### src/rtl/result_serializer.sv
// Parallel-to-serial converter for result words: LSB- or MSB-first framing with
// an optional trailing even-parity bit and a valid/ready handshake on both sides.
module result_serializer #(
  parameter int WIDTH     = 8,
  parameter bit MSB_FIRST = 1'b0,
  parameter bit PARITY_EN = 1'b0
) (
  input  logic             CLK,
  input  logic             RST,
  input  logic             in_valid,
  input  logic [WIDTH-1:0] in_data,
  output logic             in_ready,
  output logic             tx_valid,
  output logic             tx_bit,
  output logic             tx_last,
  input  logic             tx_ready,
  output logic             done
);

  localparam int CW = $clog2(WIDTH + 2);
  localparam logic [CW-1:0] DATA_END = CW'(WIDTH);
  localparam logic [CW-1:0] LAST_IDX = PARITY_EN ? CW'(WIDTH) : CW'(WIDTH - 1);

  localparam logic [0:0] IDLE  = 1'b0;
  localparam logic [0:0] SHIFT = 1'b1;

  logic [0:0]       r_state;
  logic [WIDTH-1:0] r_shift;
  logic [CW-1:0]    r_count;
  logic             r_parity;
  logic             r_done;

  logic             w_busy;
  logic             w_accept;
  logic             w_hs;
  logic             w_at_last;
  logic             w_in_parity;
  logic             w_data_bit;
  logic [WIDTH-1:0] w_shift_next;

  function automatic logic f_parity_step(input logic acc, input logic data_bit);
    return acc ^ data_bit;
  endfunction

  // Handshake qualifiers and next-shift value derived from the current state.
  always_comb begin
    w_busy       = (r_state == SHIFT);
    w_accept     = !w_busy && in_valid;
    w_hs         = w_busy && tx_ready;
    w_at_last    = (r_count == LAST_IDX);
    w_in_parity  = PARITY_EN && (r_count == DATA_END);
    w_data_bit   = MSB_FIRST ? r_shift[WIDTH-1] : r_shift[0];
    w_shift_next = MSB_FIRST ? {r_shift[WIDTH-2:0], 1'b0} : {1'b0, r_shift[WIDTH-1:1]};
  end

  // Output decodes: only state and shift-register contents reach the tx side.
  always_comb begin
    in_ready = !w_busy;
    tx_valid = w_busy;
    tx_last  = w_busy && w_at_last;
    done     = r_done;
    if (!w_busy) begin
      tx_bit = 1'b0;
    end else if (w_in_parity) begin
      tx_bit = r_parity;
    end else begin
      tx_bit = w_data_bit;
    end
  end

  // Frame state machine: capture a word in IDLE, shift one bit per handshake.
  always_ff @(posedge CLK or posedge RST) begin
    if (RST) begin
      r_state  <= IDLE;
      r_shift  <= {WIDTH{1'b0}};
      r_count  <= {CW{1'b0}};
      r_parity <= 1'b0;
      r_done   <= 1'b0;
    end else begin
      r_done <= w_hs && w_at_last;
      case (r_state)
        IDLE: begin
          if (w_accept) begin
            r_shift  <= in_data;
            r_count  <= {CW{1'b0}};
            r_parity <= 1'b0;
            r_state  <= SHIFT;
          end else begin
            r_state <= IDLE;
          end
        end
        SHIFT: begin
          if (w_hs) begin
            r_shift <= w_shift_next;
            r_count <= r_count + CW'(1);
            // The parity bit itself is not folded back into the accumulator.
            if (!w_in_parity) begin
              r_parity <= f_parity_step(r_parity, w_data_bit);
            end else begin
              r_parity <= r_parity;
            end
            if (w_at_last) begin
              r_state <= IDLE;
            end else begin
              r_state <= SHIFT;
            end
          end else begin
            r_state <= SHIFT;
          end
        end
        default: r_state <= IDLE;
      endcase
    end
  end

endmodule

### config.mk
export PLATFORM = sky130hd
export DESIGN_NAME = result_serializer
export DESIGN_NICKNAME = d
export VERILOG_FILES = /design/src/rtl/result_serializer.sv
export SDC_FILE = /design/constraint.sdc
export NUM_CORES = 1
export LEC_CHECK = 0
export ABC_AREA = 1
export ABC_CLOCK_PERIOD_IN_PS = 1200
export CAP_MARGIN = 30
export CORE_MARGIN = 5
export CORE_UTILIZATION = 48
export DETAILED_ROUTE_END_ITERATION = 16
export GPL_TIMING_DRIVEN = 0
export PLACE_DENSITY = 0.76
export SYNTH_ARGS = -nofsm -noshare
export SYNTH_HDL_FRONTEND = slang
export SYNTH_SLANG_ARGS = --single-unit
### constraint.sdc
create_clock -name CLK -period 1.2 [get_ports CLK]
set_input_delay 0.12 -clock CLK [delete_from_list [all_inputs] [get_ports CLK]]
set_output_delay 0.12 -clock CLK [all_outputs]
set_load 0.005 [all_outputs]
# Word-level counts from Yosys, hierarchy flattened
# Cells that the tools add are included.
# totals
reg_bits	14
output_inout_bits	5
elab_cells	26
# op_classes
addsub	1
n_mux	11
reduce_logical	6
n_eq_ne	3
n_bitwise	1
# op_table
op	n
$mux W8	2
$pmux W8 S2	1
$mux W4	2
$pmux W4 S2	1
$add A4 B1 Y4 const B	1
$eq A4 B3 Y1 const B	1
$logic_and A1 B1 Y1	4
$mux W1	4
$ne A2 B1 Y1 const B	1
$ne A2 B2 Y1 const B	1
$pmux W1 S2	1
$reduce_and A2 Y1	1
$logic_not A1 Y1	1
$not A1 Y1	1

# Depth between registers and ports, before layout
# depth
ltp_word	4
depth_mapped	6
depth_no_buf	5

# Least setup slack after synthesis
# No wires, ideal clock.
# synth_path
kind	reg-to-reg
start	reg r_count[0]
end	reg r_count[2]
path_slack_ns	0.230
stages_incl_launch_ff	5
synth_period_minus_slack_ns	0.970
path_buffers	0
setup_time_ns	0.074
arrival_time_ns	0.897
path_cell_list	dfrtp_1 ha_1 nand2_1 inv_1 o21ai_2
# synth_between
elab_chain_cells	3
# synth_rtl
element	line	text
start, declared	29	logic [CW-1:0] r_count;
start signal, assigned	76	r_count <= {CW{1'b0}};
start signal, assigned	85	r_count <= {CW{1'b0}};
start signal, assigned	95	r_count <= r_count + CW'(1);
$add A4 B1 Y4	95	
$mux W4	93	if (w_hs) begin
$pmux W4 S2	81	case (r_state)
# No other way between the ends. The select of a mux whose other input is x is not followed.
# A chain may end at the register's enable or synchronous reset.

# Final worst setup path
# layout_path
start	reg r_count[1]
end	out tx_last
# layout_between
elab_chain_cells	2
# layout_rtl
element	line	text
$eq A4 B3 Y1	50	w_at_last = (r_count == LAST_IDX);
$logic_and A1 B1 Y1	60	tx_last = w_busy && w_at_last;
end, declared	15	output logic tx_last,
# No other way between the ends.

==> qor.csv <==
stage,metric,value,unit
placed_design,io_buffers,16,
timing,clock_skew,0.00518,ns
clock_tree,clock_latency,0.28,ns
outcome,outcome,"complete, but fails checks",
timing,finalSetupViolCount,15,
final_layout,num_antenna_cells,0,
global_route,grt_pass1_vias,695,
critical_path,endpoint_kind,output pin,
timing,slew_headroom,63.0,%
timing,post-route-min-period,1.33,ns
global_route,grt_overflow_total,0,
floorplan,io_pins,17,
floorplan,design.die.area,2580,µm²
clock_tree,htreeDepth,1,
detailed_routing,wl_per_cell,17.0,µm
timing,rsz0062_at_grt,true,
timing,fmax,750,MHz
pwr,p_per_area,1710,nW/µm²
clock_tree,clk_pin_slew_worst_paths,0.09,ns
timing,timing.final.ws_setup,-0.133,ns
flow_run,maxCapViolations,0,
placed_design,dp_hpwl,1190,µm
floorplan,core,1540,µm²
floorplan,rows,14,
clock_tree,cts_tree,done,
yosys,syn_area_per_cell,8.58,µm²
detailed_routing,vias,752,
pwr,p_total,2.18,mW
yosys,synth_nets,106,
critical_path,crit_arrival,1.21,ns
final_layout,syn_to_final_growth,59.7,%
final_layout,layout_commonest_cell,nand2_1,
yosys,ys_types,18,
critical_path,critPathLaunchType,flop,
detailed_routing,detail_route.drc_violations,0,
outcome,violations,setup timing,
final_layout,final_cell_mix,"nand2_1, dfrtp_1, clkdlybuf4s50_1",
timing,final-hold-violation-count,0,
critical_path,critPathKind,reg2out,
timing,hold_ws,0.175,ns
final_layout,fill_cells,89,
floorplan,dieHeight,50.8,µm
clock_tree,cts.sinks,14,
timing,worstMarginPinSlew,0.554,ns
timing,timing.final.crit_share,111,%
yosys,syn-instance-count,93,
floorplan,die_x,50.8,µm
detailed_routing,drt_pass1_iterations,4,
detailed_routing,drtAntennaViolNets,0,
clock_tree,cts_buffer_depth,2,
critical_path,worstPathRequired,1.08,ns
clock_tree,cts_buffers,3,
pwr,ir_drop,1.17,mV
clock_tree,cts_hold_buf,0,
floorplan,initial_core_util,51.8,%
worst_hold_path,hold_class,in2async,
critical_path,crit_fanout,3,
yosys,synth.cell_area,798,µm²
yosys,ys_ff_latch,14,
timing,slew_violations,0,
global_route,track_usage,17.3,%
detailed_routing,vias_per_cell,5.41,
yosys,synth_warnings,0,
clock_tree,root_buffer,clkbuf_4,
detailed_routing,drt_wl_total,2370,µm
global_route,antenna_found_initial,0,
detailed_routing,first_iter_violations,20,
global_route,grt_max_degree,15,
yosys,seq_area_frac_synth,43.9,%
pwr,p_leak,0.655,nW
final_layout,nets,138,
placed_design,finalWeightedCongestion,0.738,
final_layout,drive_above_1_share,46.3,%
global_route,grt_first_pass_wirelength,3420,µm
==> sequential cells by signal, indices dropped and copies added, names as in the netlist <==
name / cells
r_count: 4
r_shift: 8
tx_valid: 1
done: 1
==> layer usage <==
metal	global-route usage (%)	vias up	share of wire, %
met4	5.11	0	1.4
met5	0	-	0
met3	3.85	4	3.6
met1	21.6	374	42
met2	29.5	15	53
li1	-	359	-
==> power by group <==
group	leakage [nW]	switching [mW]	total [mW]	internal, mW
combinational	0.462	0.547	1.09	0.541
sequential	0.180	0.183	0.821	0.638
clock	0.0138	0.160	0.276	0.116
==> synthesized netlist by cell type, drive strengths merged <==
master	n	share of area (%)
nand2	43	23
dfrtp	14	44
nand3	12	14
inv	6	2.8
nor2	6	2.8
buf	4	6.3
nor3	3	3.3
a21oi	2	1.3
o21ai	2	1.7
ha	1	1.6
==> final cells by class <==
type | count | area (µm²) | area share [%]
sequential | 14 | 350 | 27.5
buffer | 4 | 61.3 | 4.81
clock buffer | 3 | 22.5 | 1.77
inverter | 6 | 22.5 | 1.77
multi-input combinational | 69 | 504 | 39.5
tap | 16 | 20.0 | 1.57
timing repair buffer | 27 | 294 | 23.1
==> per-stage QoR <==
stage               util [%]  worst slack (ns)  std cells  cell area, µm²  setup TNS [ns]
finish                  82.7            -0.133        139            1270           -1.06
global route            82.7            -0.201        139            1270           -1.75
CTS                     70.3            -0.135        135            1080          -0.378
detailed placement      63.5            -0.292        125             978          -0.476
global placement        63.5            -0.256        125             978          -0.380
floorplan                  -             0.230         93             798               0
==> cells by family (layout without fill, tap and decap cells) <==
| family | count (synthesis) | count (layout) | synth area share [%] |
|---|---|---|---|
| flip-flops | 14 | 14 | 43.9 |
| adder cells (fa/ha/maj) | 1 | 1 | 1.57 |
| AO/OA/AOI/OAI | 4 | 4 | 2.98 |
| AND/OR/NAND/NOR | 64 | 64 | 42.5 |
| buffers and inverters | 10 | 40 | 9.09 |
==> critical path: stages, from the launching register on <==
cell	delay [ns]
dfrtp_1	0.40
ha_4	0.17
nand2_4	0.07
nor3_2	0.15
buf_2	0.13
==> what timing repair did <==
action | in CTS | in global routing
setup buffers | 7 | 1
resized for setup | 25 | 29
setup endpoints to repair | 5 | 16
pin swaps | 17 | 15
cloned | 0 | 3
==> final timing paths <==
path	startpoint	to	slack [ns]	cells past startpoint
worst max-delay path	r_count[1]$_DFFE_PP0P_	tx_last	-0.13	4
worst min-delay path	RST	r_count[2]$_DFFE_PP0P_	0.17	2
worst max register to register	tx_valid$_DFF_PP0_	r_shift[4]$_DFFE_PP0P_	-0.09	7
worst min register to register	r_shift[2]$_DFFE_PP0P_	r_shift[2]$_DFFE_PP0P_	0.52	2
max in group asynchronous	RST	r_shift[2]$_DFFE_PP0P_	0.66	2
min in group CLK	in_data[7]	r_shift[7]$_DFFE_PP0P_	0.42	3
Note: power is estimated with default switching activity, not from simulation.
